<file path="config.mk">
export PLATFORM = sky130hd
export DESIGN_NAME = dvp_raw_tx
export DESIGN_NICKNAME = d
export VERILOG_FILES = /design/src/rtl/dvp_raw_tx.sv
export SDC_FILE = /design/constraint.sdc
export NUM_CORES = 1
export LEC_CHECK = 0
export ABC_AREA = 1
export ABC_CLOCK_PERIOD_IN_PS = 3500
export BUFFER_PORTS_ARGS = -buffer_cell sky130_fd_sc_hd__clkbuf_2
export CAP_MARGIN = 20
export CORE_UTILIZATION = 55
export CTS_BUF_LIST = sky130_fd_sc_hd__clkbuf_2 sky130_fd_sc_hd__clkbuf_4 sky130_fd_sc_hd__clkbuf_8
export DETAILED_ROUTE_END_ITERATION = 7
export PLACE_DENSITY = 0.74
export SLEW_MARGIN = 25
export SYNTH_ARGS = -nofsm -noshare
export SYNTH_HDL_FRONTEND = slang
export SYNTH_SLANG_ARGS = --single-unit
export TNS_END_PERCENT = 30
</file>
<file path="constraint.sdc">
create_clock -name clk -period 3.5 [get_ports clk]
set_input_delay 0.35 -clock clk [delete_from_list [all_inputs] [get_ports clk]]
set_output_delay 0.35 -clock clk [all_outputs]
set_load 0.005 [all_outputs]
</file>
<file path="src/rtl/dvp_raw_tx.sv">
// dvp_raw_tx: DVP RAW8 camera emulator generating PCLK, VSYNC, HREF and test-pattern pixels
module dvp_raw_tx #(
  parameter int IMG_W       = 512,
  parameter int IMG_H       = 512,
  parameter int H_BLANK     = 64,
  parameter int VSYNC_LINES = 4,
  parameter int V_FP        = 8,
  parameter int V_BP        = 8
) (
  input  logic        clk,
  input  logic        reset_n,
  input  logic        enable,
  input  logic [1:0]  pattern,
  output logic        dvp_pclk,
  output logic        dvp_vsync,
  output logic        dvp_href,
  output logic [7:0]  dvp_data,
  output logic        frame_done,
  output logic [15:0] frame_count
);
  localparam int LINE_LEN = IMG_W + H_BLANK;
  localparam int PW = $clog2(LINE_LEN);
  localparam int M1 = VSYNC_LINES > V_FP ? VSYNC_LINES : V_FP;
  localparam int M2 = IMG_H > V_BP ? IMG_H : V_BP;
  localparam int LMAX = M1 > M2 ? M1 : M2;
  localparam int LW = LMAX > 1 ? $clog2(LMAX) : 1;
  localparam int YW = IMG_H > 1 ? $clog2(IMG_H) : 1;
  localparam logic [PW-1:0] PIX_LAST = PW'(LINE_LEN - 1);
  localparam logic [PW-1:0] PIX_ACT  = PW'(IMG_W);
  localparam logic [LW-1:0] VS_LAST  = LW'(VSYNC_LINES - 1);
  localparam logic [LW-1:0] FP_LAST  = LW'(V_FP - 1);
  localparam logic [LW-1:0] H_LAST   = LW'(IMG_H - 1);
  localparam logic [LW-1:0] BP_LAST  = LW'(V_BP - 1);
  typedef enum logic [2:0] {IDLE, VSYNC, VFP, ACTIVE, VBP} state_t;
  state_t state_q, state_d;
  logic [PW-1:0] pix_q, pix_d;
  logic [LW-1:0] line_q, line_d, line_last;
  logic [YW-1:0] y_q, y_d;
  logic [1:0] pat_q, pat_d;
  logic [15:0] fc_q, fc_d;
  logic pclk_q, vsync_q, vsync_d, href_q, href_d, done_q, done_d;
  logic [7:0] data_q, data_d, x8, bayer, pix_val;
  logic line_end, last_line, frame_end, y0, y2;
  // Everything advances only on the clk edge where pclk_q falls (pclk_q == 1 before the edge)
  always_comb begin
    state_d = state_q;
    pix_d = pix_q;
    line_d = line_q;
    y_d = y_q;
    pat_d = pat_q;
    fc_d = fc_q;
    vsync_d = vsync_q;
    href_d = href_q;
    data_d = data_q;
    done_d = 1'b0;
    line_end = pix_q == PIX_LAST;
    line_last = state_q == VSYNC ? VS_LAST : state_q == VFP ? FP_LAST : state_q == ACTIVE ? H_LAST : BP_LAST;
    last_line = line_end && line_q == line_last;
    frame_end = last_line && (state_q == VBP || (state_q == ACTIVE && V_BP == 0));
    if (pclk_q) begin
      pix_d = (state_q == IDLE || line_end) ? '0 : pix_q + 1'b1;
      line_d = last_line ? '0 : line_end ? line_q + 1'b1 : line_q;
      case (state_q)
        IDLE:    state_d = enable ? VSYNC : IDLE;
        VSYNC:   state_d = last_line ? (V_FP > 0 ? VFP : ACTIVE) : VSYNC;
        VFP:     state_d = last_line ? ACTIVE : VFP;
        ACTIVE:  state_d = (last_line && V_BP > 0) ? VBP : ACTIVE;
        default: state_d = VBP;
      endcase
      if (frame_end) begin
        state_d = enable ? VSYNC : IDLE;
        done_d = 1'b1;
        fc_d = fc_q + 1'b1;
      end
      pat_d = (state_d == VSYNC && state_q != VSYNC) ? pattern : pat_q;
      y_d = state_d != ACTIVE ? '0 : (state_q == ACTIVE && line_end) ? y_q + 1'b1 : y_q;
    end
    x8 = 8'(pix_d);
    y0 = y_d[0];
    y2 = |(8'(y_d) & 8'h04);
    bayer = (y0 ? 8'h80 : 8'hC0) - (x8[0] ? 8'h40 : 8'h00);
    pix_val = pat_d == 2'd0 ? bayer : pat_d == 2'd1 ? x8 : pat_d == 2'd2 ? {8{x8[2] ^ y2}} : fc_q[7:0] + x8;
    if (pclk_q) begin
      vsync_d = state_d == VSYNC;
      href_d = state_d == ACTIVE && pix_d < PIX_ACT;
      data_d = href_d ? pix_val : 8'h00;
    end
  end
  always_ff @(posedge clk or negedge reset_n)
    if (!reset_n) begin
      state_q <= IDLE;
      pix_q <= '0;
      line_q <= '0;
      y_q <= '0;
      pat_q <= '0;
      fc_q <= '0;
      pclk_q <= 1'b0;
      vsync_q <= 1'b0;
      href_q <= 1'b0;
      data_q <= '0;
      done_q <= 1'b0;
    end else begin
      state_q <= state_d;
      pix_q <= pix_d;
      line_q <= line_d;
      y_q <= y_d;
      pat_q <= pat_d;
      fc_q <= fc_d;
      pclk_q <= ~pclk_q;
      vsync_q <= vsync_d;
      href_q <= href_d;
      data_q <= data_d;
      done_q <= done_d;
    end
  assign dvp_pclk = pclk_q;
  assign dvp_vsync = vsync_q;
  assign dvp_href = href_q;
  assign dvp_data = data_q;
  assign frame_done = done_q;
  assign frame_count = fc_q;
endmodule

</file>
==> impl_summary.log, run 1 <==
[metrics] startpoint type of the worst setup path: flop
[metrics] Pint: approximately 0.78 mW
[metrics] arrival time at the worst endpoint: 3.32 ns
[metrics] proportion of power drawn by combinational gates: under 10%
[metrics] cell type of the slowest stage on the worst timing path: dfrtp_1
[metrics] number of nets with antenna violations after routing: 0
[metrics] sw frac: 23.1%
[metrics] largest net degree at the start of global routing: 37
[metrics] NumNets Final: 501
[metrics] fraction of the mapped netlist area in compound gates: under 10%
[metrics] WL per Instance: 12.8 um
[metrics] most used flip-flop cell after synthesis: dfrtp_1
[metrics] IR Drop Worst-Case VDD: between 0.15 and 0.2 mV
[metrics] layout filler cell count: 546
[metrics] Yosys reg bits: 55
[metrics] Detailed Route WL: approximately 7000 um
[metrics] First-pass DRT Iterations: 4
[metrics] initial cell density of the core: a little under three fifths
[metrics] hpwl dp: 5410 um
[metrics] largest area contributor in the netlist: dfrtp_1
[metrics] CTS clock-pin slew for the worst setup and hold paths: 0.10 ns
[metrics] Slew Limit Fails: 0
[metrics] main combinational cell family by area after synthesis: simple AND/OR/NAND/NOR gates
[metrics] final count of negative-setup-slack endpoints: 0
[metrics] die footprint: approximately 6400 sq um
[metrics] dominant cell type by count on the critical path: nand2_1
[metrics] die width: 80.2 um
[metrics] area growth from synthesis to layout: 10.5%
[metrics] Clock Power Share: 36.1%
[metrics] result of the run: finished clean
[metrics] mux cell area share after synthesis: 0%
[metrics] H-tree depth reported by CTS: 2
[metrics] sequential fraction of the synthesis area: 41.0%
[metrics] number of antenna violations at the first check in global routing: 0
[metrics] leakage dissipation: 2.04 nW
[metrics] total gr overflow: 0
[metrics] Max-cap violations: 0
[metrics] clock buffer count from CTS: 5
[metrics] post-route DRC violation count: 0
[metrics] final hold vios: 0
[metrics] adder and majority gate portion of the synthesized area: between 5 and 6%
[metrics] part of the total power dissipated in sequential elements: 62.5%
[metrics] clock insertion delay at the later pin of the skew report: between 0.3 and 0.4 ns
[metrics] count of flip-flops with a built-in enable after synthesis: 0
[metrics] global-route wire length before repair: roughly 12,000 um
[metrics] FFs w/ async S/R, synth: between 90% and 100%
[metrics] total via count after detailed routing: 2,935
[metrics] GRT Resource Usage Total: about a quarter
[metrics] number of global-route vias before repair: around 2,800
[metrics] relative slew slack: a little over two fifths
[metrics] CTS Root Cell: clkbuf_8
[metrics] synth unique cells: 40
[metrics] count of synthesis-stage warnings from yosys: 0
[metrics] peak fanout along the critical path: 4
[metrics] xor and xnor area share after synthesis: roughly 7.6%
[metrics] share of cells above drive strength 1: approximately an eighth
[metrics] max frequency: 0.322 GHz
[metrics] unrepaired setup endpoints after global routing: false
[metrics] hold slack: about 0.12 ns
[metrics] # rows: 28
[metrics] cell area after synthesis: ~3400 sq um
[metrics] total negative slack for setup checks: 0 ns
[metrics] most repeated cell in the gate-level netlist after synthesis: nand2_1
[metrics] final period demand of the worst path: about 3.1 ns
[metrics] Hold Crit Class: in -> async
[metrics] drt initial violations: between 100 and 150
[metrics] routability-driven placement congestion ratio: 0.954
[metrics] cell types with the largest area share after synthesis: dfrtp_1 (41%), nand2_1 (15%), inv_1 (6.1%)
[metrics] maximum clock insertion buffer count: 2
[metrics] clock tree from TritonCTS: done
[metrics] Crit. End Element: flop
[metrics] switching power: 0.234 mW
[metrics] commonest cells in the netlist: nand2_1 (137), dfrtp_1 (55), inv_1 (55)
[metrics] final setup skew: 0.00946 ns
[metrics] count of port buffers added during placement: 32
[metrics] Cells after Synth: around 450
[metrics] clk sink count: 55
[metrics] category of the most critical setup path: reg -> reg
[metrics] depth of the most critical reg-to-reg path: 22
[metrics] post-synthesis area per instance: approximately 7.6 sq um
[metrics] worst-margin pin slew: roughly 0.86 ns
[metrics] antenna diode count: 0
[metrics] Die Height: around 80 um
[metrics] post-route clock period utilization: about nine tenths
[metrics] Post-Synth Simple-Gate Area: 32.8%
[metrics] DR vias/cell: 5.25
[metrics] slowest stage delay, CP: 0.39 ns
[metrics] Floorplan Core Area: between 5000 and 6000 sq um
[metrics] sequence of cells on the critical path: ha_1 > nand2_1 > nor2_2 > nand2_1 > nand2_1 > nor2_1 > o21a_1 > ha_1 > fa_1 > nand2_1 > inv_1 > o21ai_1 > nand2_1 > nand2_1 > nand2_1 > a21oi_1 > xor2_1 > nand2_1 > nand3_1 > nand2_1 > nand2_1 > nand2_1
[metrics] Worst Path Required: around 3.7 ns
[metrics] area share of the largest cell type after synthesis: about two fifths
[metrics] Ports: 33
[metrics] hold-fix buffers at CTS: 0
[metrics] nets in the synthesized netlist: ~460
[metrics] power density relative to cell area: between 200 and 300 nW/um^2
[worst paths after layout]
| check | end | start | slack [ns] |
|---|---|---|---|
| worst max-delay path | dvp_data[6]$_DFFE_PN0P_ | pix_q[0]$_DFF_PN0_ | 0.39 |
| worst min-delay path | line_q[6]$_DFFE_PN0P_ | reset_n | 0.12 |
| worst max register to register | dvp_data[6]$_DFFE_PN0P_ | pix_q[0]$_DFF_PN0_ | 0.39 |
| worst min register to register | frame_count[15]$_DFFE_PN0P_ | frame_count[15]$_DFFE_PN0P_ | 0.48 |
| max in group asynchronous | dvp_data[6]$_DFFE_PN0P_ | reset_n | 2.58 |
| min in group clk | pat_q[1]$_DFF_PN0_ | pattern[1] | 0.46 |
[registers in the layout, summed over array words and instances (netlist names)]
register     count
y_q              3
dvp_href         1
frame_done       1
dvp_data         8
dvp_vsync        1
line_q           9
state_q          3
pat_q            2
pix_q           10
frame_count     16
dvp_pclk         1
[per-layer routing]
| layer | GRT usage [%] | routed length [um] | vias to the layer above |
|---|---|---|---|
| li1 | - | - | 1482 |
| met1 | 30.2 | 3390 | 1376 |
| met2 | 40.8 | 3360 | 60 |
| met3 | 3.86 | 221 | 17 |
| met4 | 10.5 | 167 | 0 |
| met5 | 0 | 0 | - |
[cell families (layout without fill, tap and decap cells)]
kind of cell    Yosys count  count (layout)
fa+ha+maj                13              13
flops                    55              55
buf+inv                  62             101
xor+xnor                 29              29
compound gates           36              36
simple gates            250             250
[repair_timing]
item | in CTS | in global routing
setup endpoints to repair | 0 | 2
gates resized for setup | 0 | 2
setup buffers | 0 | 0
[area by class of cell]
class                      count  area, sq um  share of cell area (%)
multi-input combinational    328         1740                    46.9
tap                           75         93.8                    2.53
clock inverter                 3         23.8                   0.640
timing repair buffer          37          198                    5.33
inverter                      56          210                    5.66
sequential                    55         1380                    37.1
clock buffer                   5         68.8                    1.85
[critical path, delay by kind of cell, from the launching register on]
family | cells | cell delay, ns
xor gates and xnor gates | 1 | 0.16
buffers and inverters | 1 | 0.05
adders and majority gates | 3 | 0.82
and+or+nand+nor | 14 | 1.07
AOI/OAI and AO/OA | 3 | 0.51
DFF | 1 | 0.39
[power by group through the flow]
stage	Sequential (mW)	Combinational (mW)	Clock, mW
finish	0.635	0.0151	0.367
global route	0.635	0.0185	0.404
CTS	0.635	0.0163	0.382
detailed placement	0.647	0.0164	0
global placement	0.647	0.0162	0
floorplan	0.648	0.0000130	0
[metrics by stage]
stage                     total power [mW]  cell area (sq um)  utilization, %  setup WS, ns  cells
after floorplan                      0.648               3360               -         0.559    445
after global placement               0.664               3620            61.1         0.476    551
after detailed placement             0.664               3620            61.1         0.330    551
after CTS                             1.03               3710            62.7         0.304    559
after global routing                  1.06               3710            62.7       0.00253    559
final                                 1.02               3710            62.7         0.394    559
[cell usage in the layout (no fill, tap or decap), types with 2 or more instances in the layout]
| cell type | Yosys | layout |
|---|---|---|
| nor3b_1 | 2 | 2 |
| a21oi_2 | 2 | 2 |
| clkbuf_2 | 0 | 32 |
| inv_1 | 55 | 55 |
| buf_4 | 1 | 5 |
| clkbuf_8 | 0 | 5 |
| nand3_1 | 26 | 26 |
| nor3_1 | 11 | 11 |
| nand2_2 | 3 | 3 |
| nor4_1 | 2 | 2 |
| o21a_1 | 2 | 2 |
| xnor2_1 | 11 | 11 |
| dfrtp_1 | 55 | 55 |
| nand3_2 | 3 | 3 |
| a21oi_1 | 13 | 13 |
| nor2_2 | 1 | 2 |
| o21ai_0 | 11 | 10 |
| nor2_4 | 2 | 2 |
| xor2_1 | 18 | 18 |
| ha_1 | 12 | 12 |
| nand2_1 | 137 | 137 |
| nand4_1 | 7 | 7 |
| nor2_1 | 51 | 50 |
(Power assumes the default switching activity.)
==> inputs of run 2 (changes only) <==
--- a/config.mk
+++ b/config.mk
@@ -9,10 +9,12 @@
 export ABC_CLOCK_PERIOD_IN_PS = 3500
 export BUFFER_PORTS_ARGS = -buffer_cell sky130_fd_sc_hd__clkbuf_2
 export CAP_MARGIN = 20
-export CORE_UTILIZATION = 55
+export CELL_PAD_IN_SITES_DETAIL_PLACEMENT = 0
+export CELL_PAD_IN_SITES_GLOBAL_PLACEMENT = 1
+export CORE_UTILIZATION = 45
 export CTS_BUF_LIST = sky130_fd_sc_hd__clkbuf_2 sky130_fd_sc_hd__clkbuf_4 sky130_fd_sc_hd__clkbuf_8
 export DETAILED_ROUTE_END_ITERATION = 7
-export PLACE_DENSITY = 0.74
+export PLACE_DENSITY = 0.81
 export SLEW_MARGIN = 25
 export SYNTH_ARGS = -nofsm -noshare
 export SYNTH_HDL_FRONTEND = slang
==> run 2 against run 1 <==
Global-route usage fell by 3.7 points. Register-to-register slack barely moved. Sequential power barely moved. First-iteration DRC count fell by 47%. Die area rose by 22%. Routed wire length rose by 0.52%.
==> impl_summary.log, run 2 (synthesis gave the netlist of run 1 again) <==
[metrics] GRT Resource Usage Total: between 20 and 25%
[metrics] NumNets Final: around 500
[metrics] routability-driven placement congestion ratio: about 0.87
[metrics] sequence of cells on the critical path: ha_1 > nand2_1 > nor2_2 > nand2_1 > nand2_1 > nor2_1 > o21a_1 > ha_1 > fa_1 > nand2_1 > inv_1 > o21ai_1 > nand2_1 > nand2_1 > nand2_1 > a21oi_1 > xor2_1 > nand2_1 > nand3_1 > nand2_1 > nand2_1 > nand2_1
[metrics] final count of negative-setup-slack endpoints: 0
[metrics] depth of the most critical reg-to-reg path: 22
[metrics] antenna diode count: 0
[metrics] total via count after detailed routing: ~2,800
[metrics] global-route wire length before repair: 12,200 um
[metrics] final setup skew: 0.0117 ns
[metrics] Detailed Route WL: between 7000 and 8000 um
[metrics] count of port buffers added during placement: 32
[metrics] startpoint type of the worst setup path: flop
[metrics] utilization after layout: 51.6%
[metrics] Slew Limit Fails: 0
[metrics] met1 track utilization from global routing: 27.1%
[metrics] clk sink count: 55
[metrics] H-tree depth reported by CTS: 2
[metrics] met2 routing resource usage after global routing: between 30% and 40%
[metrics] Ports: 33
[metrics] DR vias/cell: 4.82
[metrics] peak fanout along the critical path: 4
[metrics] initial cell density of the core: around 46%
[metrics] commonest non-fill, non-tap cells in the layout: nand2_1 (137), inv_1 (55), dfrtp_1 (55)
[metrics] clock buffer count from CTS: 5
[metrics] cell total after placement: 575
[metrics] WL per Instance: roughly 12 um
[metrics] worst-margin pin slew: 0.732 ns
[metrics] hold-fix buffers at CTS: 0
[metrics] total negative slack for setup checks: 0 ns
[metrics] IR Drop Worst-Case VDD: between 0.1 and 0.15 mV
[metrics] number of nets with antenna violations after routing: 0
[metrics] layout filler cell count: 739
[metrics] CTS Root Cell: clkbuf_8
[metrics] die width: around 90 um
[metrics] share of cells above drive strength 1: approximately 12%
[metrics] internal reg-to-reg setup slack: 0.40 ns
[metrics] post-route DRC violation count: 0
[metrics] number of global-route vias before repair: roughly 2,600
[metrics] area growth from synthesis to layout: 11.4%
[metrics] buffers inserted during post-CTS setup optimization: 0
[metrics] most common library cell in the layout ignoring fill and taps: nand2_1
[metrics] slack of the critical path: around 0.4 ns
[metrics] maximum clock insertion buffer count: 2
[metrics] Place WS: about 0.35 ns
[metrics] CTS clock-pin slew for the worst setup and hold paths: about 0.11 ns
[metrics] global-route layer with the greatest usage: met2
[metrics] relative slew slack: between 50% and 60%
[metrics] drt initial violations: roughly 70
[metrics] beginning of the worst register-to-register path: pix_q[1]$_DFF_PN0_
[metrics] leakage dissipation: 2.04 nW
[metrics] post-route clock period utilization: between 80% and 90%
[metrics] Die Height: between 80 and 90 um
[metrics] # rows: 31
[metrics] Crit. End Element: flop
[metrics] Gates resized, CTS repair: 0
[metrics] dominant cell type by count on the critical path: nand2_1
[metrics] Worst Path Required: approximately 3.7 ns
[metrics] slowest stage delay, CP: between 0.3 and 0.4 ns
[metrics] max frequency: about 0.32 GHz
[metrics] total gr overflow: 0
[metrics] Floorplan Core Area: between 7000 and 8000 sq um
[metrics] final period demand of the worst path: about 3.1 ns
[metrics] met3 usage in global routing: under 10%
[metrics] unrepaired setup endpoints after global routing: false
[metrics] critical path startpoint: pix_q[1]$_DFF_PN0_
[metrics] number of standard cells in the final layout excluding fillers: about 580
[metrics] result of the run: finished clean
[metrics] First-pass DRT Iterations: 6
[metrics] clock tree from TritonCTS: done
[metrics] number of antenna violations at the first check in global routing: 0
[metrics] category of the most critical setup path: reg -> reg
[metrics] final hold vios: 0
[metrics] clock insertion delay at the later pin of the skew report: roughly 0.32 ns
[metrics] cell type of the slowest stage on the worst timing path: dfrtp_1
[metrics] die footprint: 7820 sq um
[metrics] power density relative to cell area: 272 nW/um^2
[metrics] Hold Crit Class: in -> async
[metrics] arrival time at the worst endpoint: approximately 3.3 ns
[metrics] Max-cap violations: 0
[metrics] flip-flop count of the largest register after layout: 16
[metrics] hpwl dp: 5590 um
[metrics] largest net degree at the start of global routing: 31
[metrics] worst r2r dst: dvp_data[6]$_DFFE_PN0P_
## run 2: changes by cell type in the layout (fill, tap and decap cells not counted), sizes merged
cell | before | now
clkinv | 1 | 0
clkinvlp | 1 | 2
## run 2: where the power goes
group | internal (mW) | switching (mW)
clock network | 0.144 | 0.223
registers | 0.635 | 0
logic | 0.00227 | 0.0128
## run 2: worst max-delay path by stage
| stage | to | cells after the start |
|---|---|---|
| 2_1_floorplan | dvp_data[6]$_DFFE_PN0P_ | 19 |
| 3_3_place_gp | dvp_data[6]$_DFFE_PN0P_ | 22 |
| 3_5_place_dp | dvp_data[6]$_DFFE_PN0P_ | 22 |
| 4_1_cts | dvp_data[6]$_DFFE_PN0P_ | 22 |
| 5_1_grt | dvp_data[6]$_DFFE_PN0P_ | 22 |
| 6_report | dvp_data[6]$_DFFE_PN0P_ | 22 |
## run 2: stage by stage
stage / power, mW / area [sq um] / hold WS [ns]
floorplan: 0.648 / 3360 / 0.0544
global placement: 0.664 / 3650 / 0.461
detailed placement: 0.664 / 3650 / 0.451
CTS: 1.03 / 3740 / 0.105
global route: 1.06 / 3740 / 0.143
finish: 1.02 / 3740 / 0.0704
## run 2: area by class of cell
class	instances	area [sq um]	area share [%]
clock buffers	5	68.8	1.84
clock inverters	3	23.8	0.635
inverters	56	210	5.62
multi-input cells	328	1740	46.5
flip-flops and latches	55	1380	36.8
well taps	99	124	3.31
repair buffers	37	198	5.28
## run 2: routing by layer
layer | share of wire, % | vias up
met2 | 48 | 22
met1 | 49 | 1300
li1 | - | 1483
met4 | 0.79 | 0
met5 | 0 | -
met3 | 1.6 | 7
## run 2: worst max-delay path: cells and delay by family, from the launching register on
kind,cells,cell delay (ns)
buffers and inverters,1,0.05
AND/OR/NAND/NOR,14,1.10
AO/OA/AOI/OAI,3,0.52
XOR/XNOR,1,0.16
adder cells (fa/ha/maj),3,0.81
flip-flops,1,0.39
==> inputs of run 3 (changes only) <==
--- a/config.mk
+++ b/config.mk
@@ -11,6 +11,7 @@
 export CAP_MARGIN = 20
 export CELL_PAD_IN_SITES_DETAIL_PLACEMENT = 0
 export CELL_PAD_IN_SITES_GLOBAL_PLACEMENT = 1
+export CORE_ASPECT_RATIO = 2
 export CORE_UTILIZATION = 45
 export CTS_BUF_LIST = sky130_fd_sc_hd__clkbuf_2 sky130_fd_sc_hd__clkbuf_4 sky130_fd_sc_hd__clkbuf_8
 export DETAILED_ROUTE_END_ITERATION = 7
==> run 3 against run 2 <==
Die area grew 0.26%. Global-route usage up 3.7 points. Combinational power grew 7%. Final cell count down 0.86%.
==> impl_summary.log, run 3 (synthesis gave the netlist of run 1 again) <==
[metrics] result of the run: finished clean
[metrics] cell type of the slowest stage on the worst timing path: dfrtp_1
[metrics] post-route DRC violation count: 0
[metrics] Hold Crit Class: in -> async
[metrics] dpl cell area: approximately 3700 sq um
[metrics] Gates resized, CTS repair: 0
[metrics] CTS Root Cell: clkbuf_8
[metrics] part of the total power dissipated in sequential elements: between 60% and 70%
[metrics] category of the most critical setup path: reg -> reg
[metrics] Floorplan Core Area: ~7300 sq um
[metrics] slack of the critical path: around 0.43 ns
[metrics] drt initial violations: ~130
[metrics] hold-fix buffers at CTS: 0
[metrics] layout filler cell count: ~760
[metrics] internal reg-to-reg setup slack: 0.43 ns
[metrics] antenna diode count: 0
[metrics] number of antenna violations at the first check in global routing: 0
[metrics] number of standard cells in the final layout excluding fillers: about 580
[metrics] Slew Limit Fails: 0
[metrics] buffers and inverters on the worst path: 1
[metrics] maximum clock insertion buffer count: 2
[metrics] final hold vios: 0
[metrics] startpoint type of the worst setup path: flop
[metrics] hpwl dp: around 6800 um
[metrics] post-route clock period utilization: between 80 and 90%
[metrics] largest net degree at the start of global routing: 34
[metrics] number of nets with antenna violations after routing: 0
[metrics] cell total after placement: 570
[metrics] global-route layer with the greatest usage: met2
[metrics] Worst Path Required: roughly 3.7 ns
[metrics] global-route wire length before repair: roughly 14,000 um
[metrics] # rows: 44
[metrics] NumNets Final: around 500
[metrics] final instance area: 3750 sq um
[metrics] sequence of cells on the critical path: ha_1 > nand2_1 > nor2_2 > nand2_1 > nand2_1 > nor2_1 > o21a_1 > ha_1 > fa_1 > nand2_1 > inv_1 > o21ai_1 > nand2_1 > nand2_1 > nand2_1 > a21oi_1 > xor2_1 > nand2_1 > nand3_1 > nand2_1 > nand2_1 > nand2_1
[metrics] count of port buffers added during placement: 32
[metrics] relative slew slack: 41.3%
[metrics] power density relative to cell area: ~270 nW/um^2
[metrics] met3 usage in global routing: under 10%
[metrics] final setup skew: ~0.0087 ns
[metrics] IR Drop Worst-Case VDD: about 0.26 mV
[metrics] clk sink count: 55
[metrics] worst-margin pin slew: roughly 0.9 ns
[metrics] CTS clock-pin slew for the worst setup and hold paths: 0.10 ns
[metrics] WL per Instance: about 15 um
[metrics] Pint: around 0.8 mW
[metrics] category of cells accounting for the largest share of critical-path delay: simple AND/OR/NAND/NOR gates
[metrics] flip-flop count of the largest register after layout: 16
[metrics] total via count after detailed routing: between 2,000 and 3,000
[metrics] total negative slack for setup checks: 0 ns
[metrics] area of the multi-input gates: between 1500 and 2000 sq um
[metrics] slowest stage delay, CP: 0.39 ns
[metrics] number of global-route vias before repair: between 3,000 and 4,000
[metrics] Clock Power Share: a little under two fifths
[metrics] routability-driven placement congestion ratio: just under 1
[metrics] GRT Resource Usage Total: 24.0%
[metrics] peak fanout along the critical path: 4
[metrics] H-tree depth reported by CTS: 2
[metrics] clock tree from TritonCTS: done
[metrics] final count of negative-setup-slack endpoints: 0
[metrics] Max-cap violations: 0
[metrics] die footprint: around 7800 sq um
[metrics] DR vias/cell: 5.12
[metrics] commonest non-fill, non-tap cells in the layout: nand2_1 (137), inv_1 (55), dfrtp_1 (55)
[metrics] area used by sequential logic in the layout: 1380 sq um
[metrics] arrival time at the worst endpoint: between 3 and 4 ns
[metrics] clock insertion delay at the later pin of the skew report: approximately 0.32 ns
[metrics] Ports: 33
[metrics] leakage dissipation: just over 2 nW
[metrics] Die Height: roughly 120 um
[metrics] met1 track utilization from global routing: approximately 22%
[metrics] sw frac: between 20% and 30%
[metrics] First-pass DRT Iterations: 4
[metrics] most common library cell in the layout ignoring fill and taps: nand2_1
[metrics] dominant cell type by count on the critical path: nand2_1
[metrics] Crit. End Element: flop
[metrics] Place WS: between 0.3 and 0.4 ns
[metrics] buffers inserted during post-CTS setup optimization: 0
[metrics] Detailed Route WL: around 8400 um
[metrics] area growth from synthesis to layout: 11.7%
[metrics] share of cells above drive strength 1: between 10% and 20%
[metrics] initial cell density of the core: a little under half
[metrics] total gr overflow: 0
[metrics] unrepaired setup endpoints after global routing: false
[metrics] proportion of power drawn by combinational gates: under 10%
[metrics] final period demand of the worst path: 3.07 ns
[metrics] max frequency: 0.326 GHz
[metrics] hold slack: roughly 0.14 ns
[metrics] clock buffer count from CTS: 5
[metrics] met2 routing resource usage after global routing: a little under half
[metrics] die width: between 60 and 70 um
[metrics] switching power: between 0.2 and 0.25 mW
[run 3: cell types whose count changed in the layout (fill, tap and decap cells not counted)]
cell        before  now
clkbuf_8         5    6
clkbuf_4         0    1
clkinv_4         0    1
inv_6            1    0
clkinvlp_4       2    0
buf_4            5    7
[run 3: worst register-to-register path: cells and delay by family (launching register included)]
| kind | cells | cell delay [ns] |
|---|---|---|
| simple gates | 14 | 1.06 |
| fa+ha+maj | 3 | 0.81 |
| compound gates | 3 | 0.52 |
| flops | 1 | 0.39 |
| xor+xnor | 1 | 0.16 |
| buf+inv | 1 | 0.04 |
[run 3: layout make-up]
| type | count | share of cell area, % |
|---|---|---|
| multi-input cells | 328 | 46.4 |
| flip-flops and latches | 55 | 36.7 |
| repair buffers | 39 | 5.66 |
| inverters | 56 | 5.60 |
| well taps | 92 | 3.07 |
| clock buffers | 7 | 2.40 |
| clock inverters | 1 | 0.233 |
[run 3: per-layer routing]
layer	up-vias	part of all wire, %	routed length, um
li1	1487	-	-
met1	1376	35	2960
met2	64	56	4730
met3	32	1.9	158
met4	0	6.9	583
met5	-	0	0
[run 3: power by group through the flow]
stage	logic, mW	clock network, mW	registers, mW
global placement	0.0168	0	0.647
floorplan	0.0000130	0	0.648
CTS	0.0173	0.397	0.635
detailed placement	0.0172	0	0.647
global route	0.0192	0.418	0.635
finish	0.0161	0.378	0.635
[run 3: path summary, 6_finish.rpt]
kind                                                  start                           to  cells past startpoint
worst max register to register           pix_q[0]$_DFF_PN0_      dvp_data[6]$_DFFE_PN0P_                     22
worst min-delay path                                reset_n        line_q[0]$_DFFE_PN0P_                      1
max in group asynchronous                           reset_n           pix_q[9]$_DFF_PN0_                      2
worst max-delay path                     pix_q[0]$_DFF_PN0_      dvp_data[6]$_DFFE_PN0P_                     22
worst min register to register  frame_count[15]$_DFFE_PN0P_  frame_count[15]$_DFFE_PN0P_                      1
min in group clk                                 pattern[1]           pat_q[1]$_DFF_PN0_                      5
[run 3: per-stage QoR]
stage                     total power, mW  utilization, %
final                                1.03            51.7
after detailed placement            0.665            50.3
after global routing                 1.07            51.7
after global placement              0.664            50.3
after CTS                            1.05            51.6
after floorplan                     0.648               -
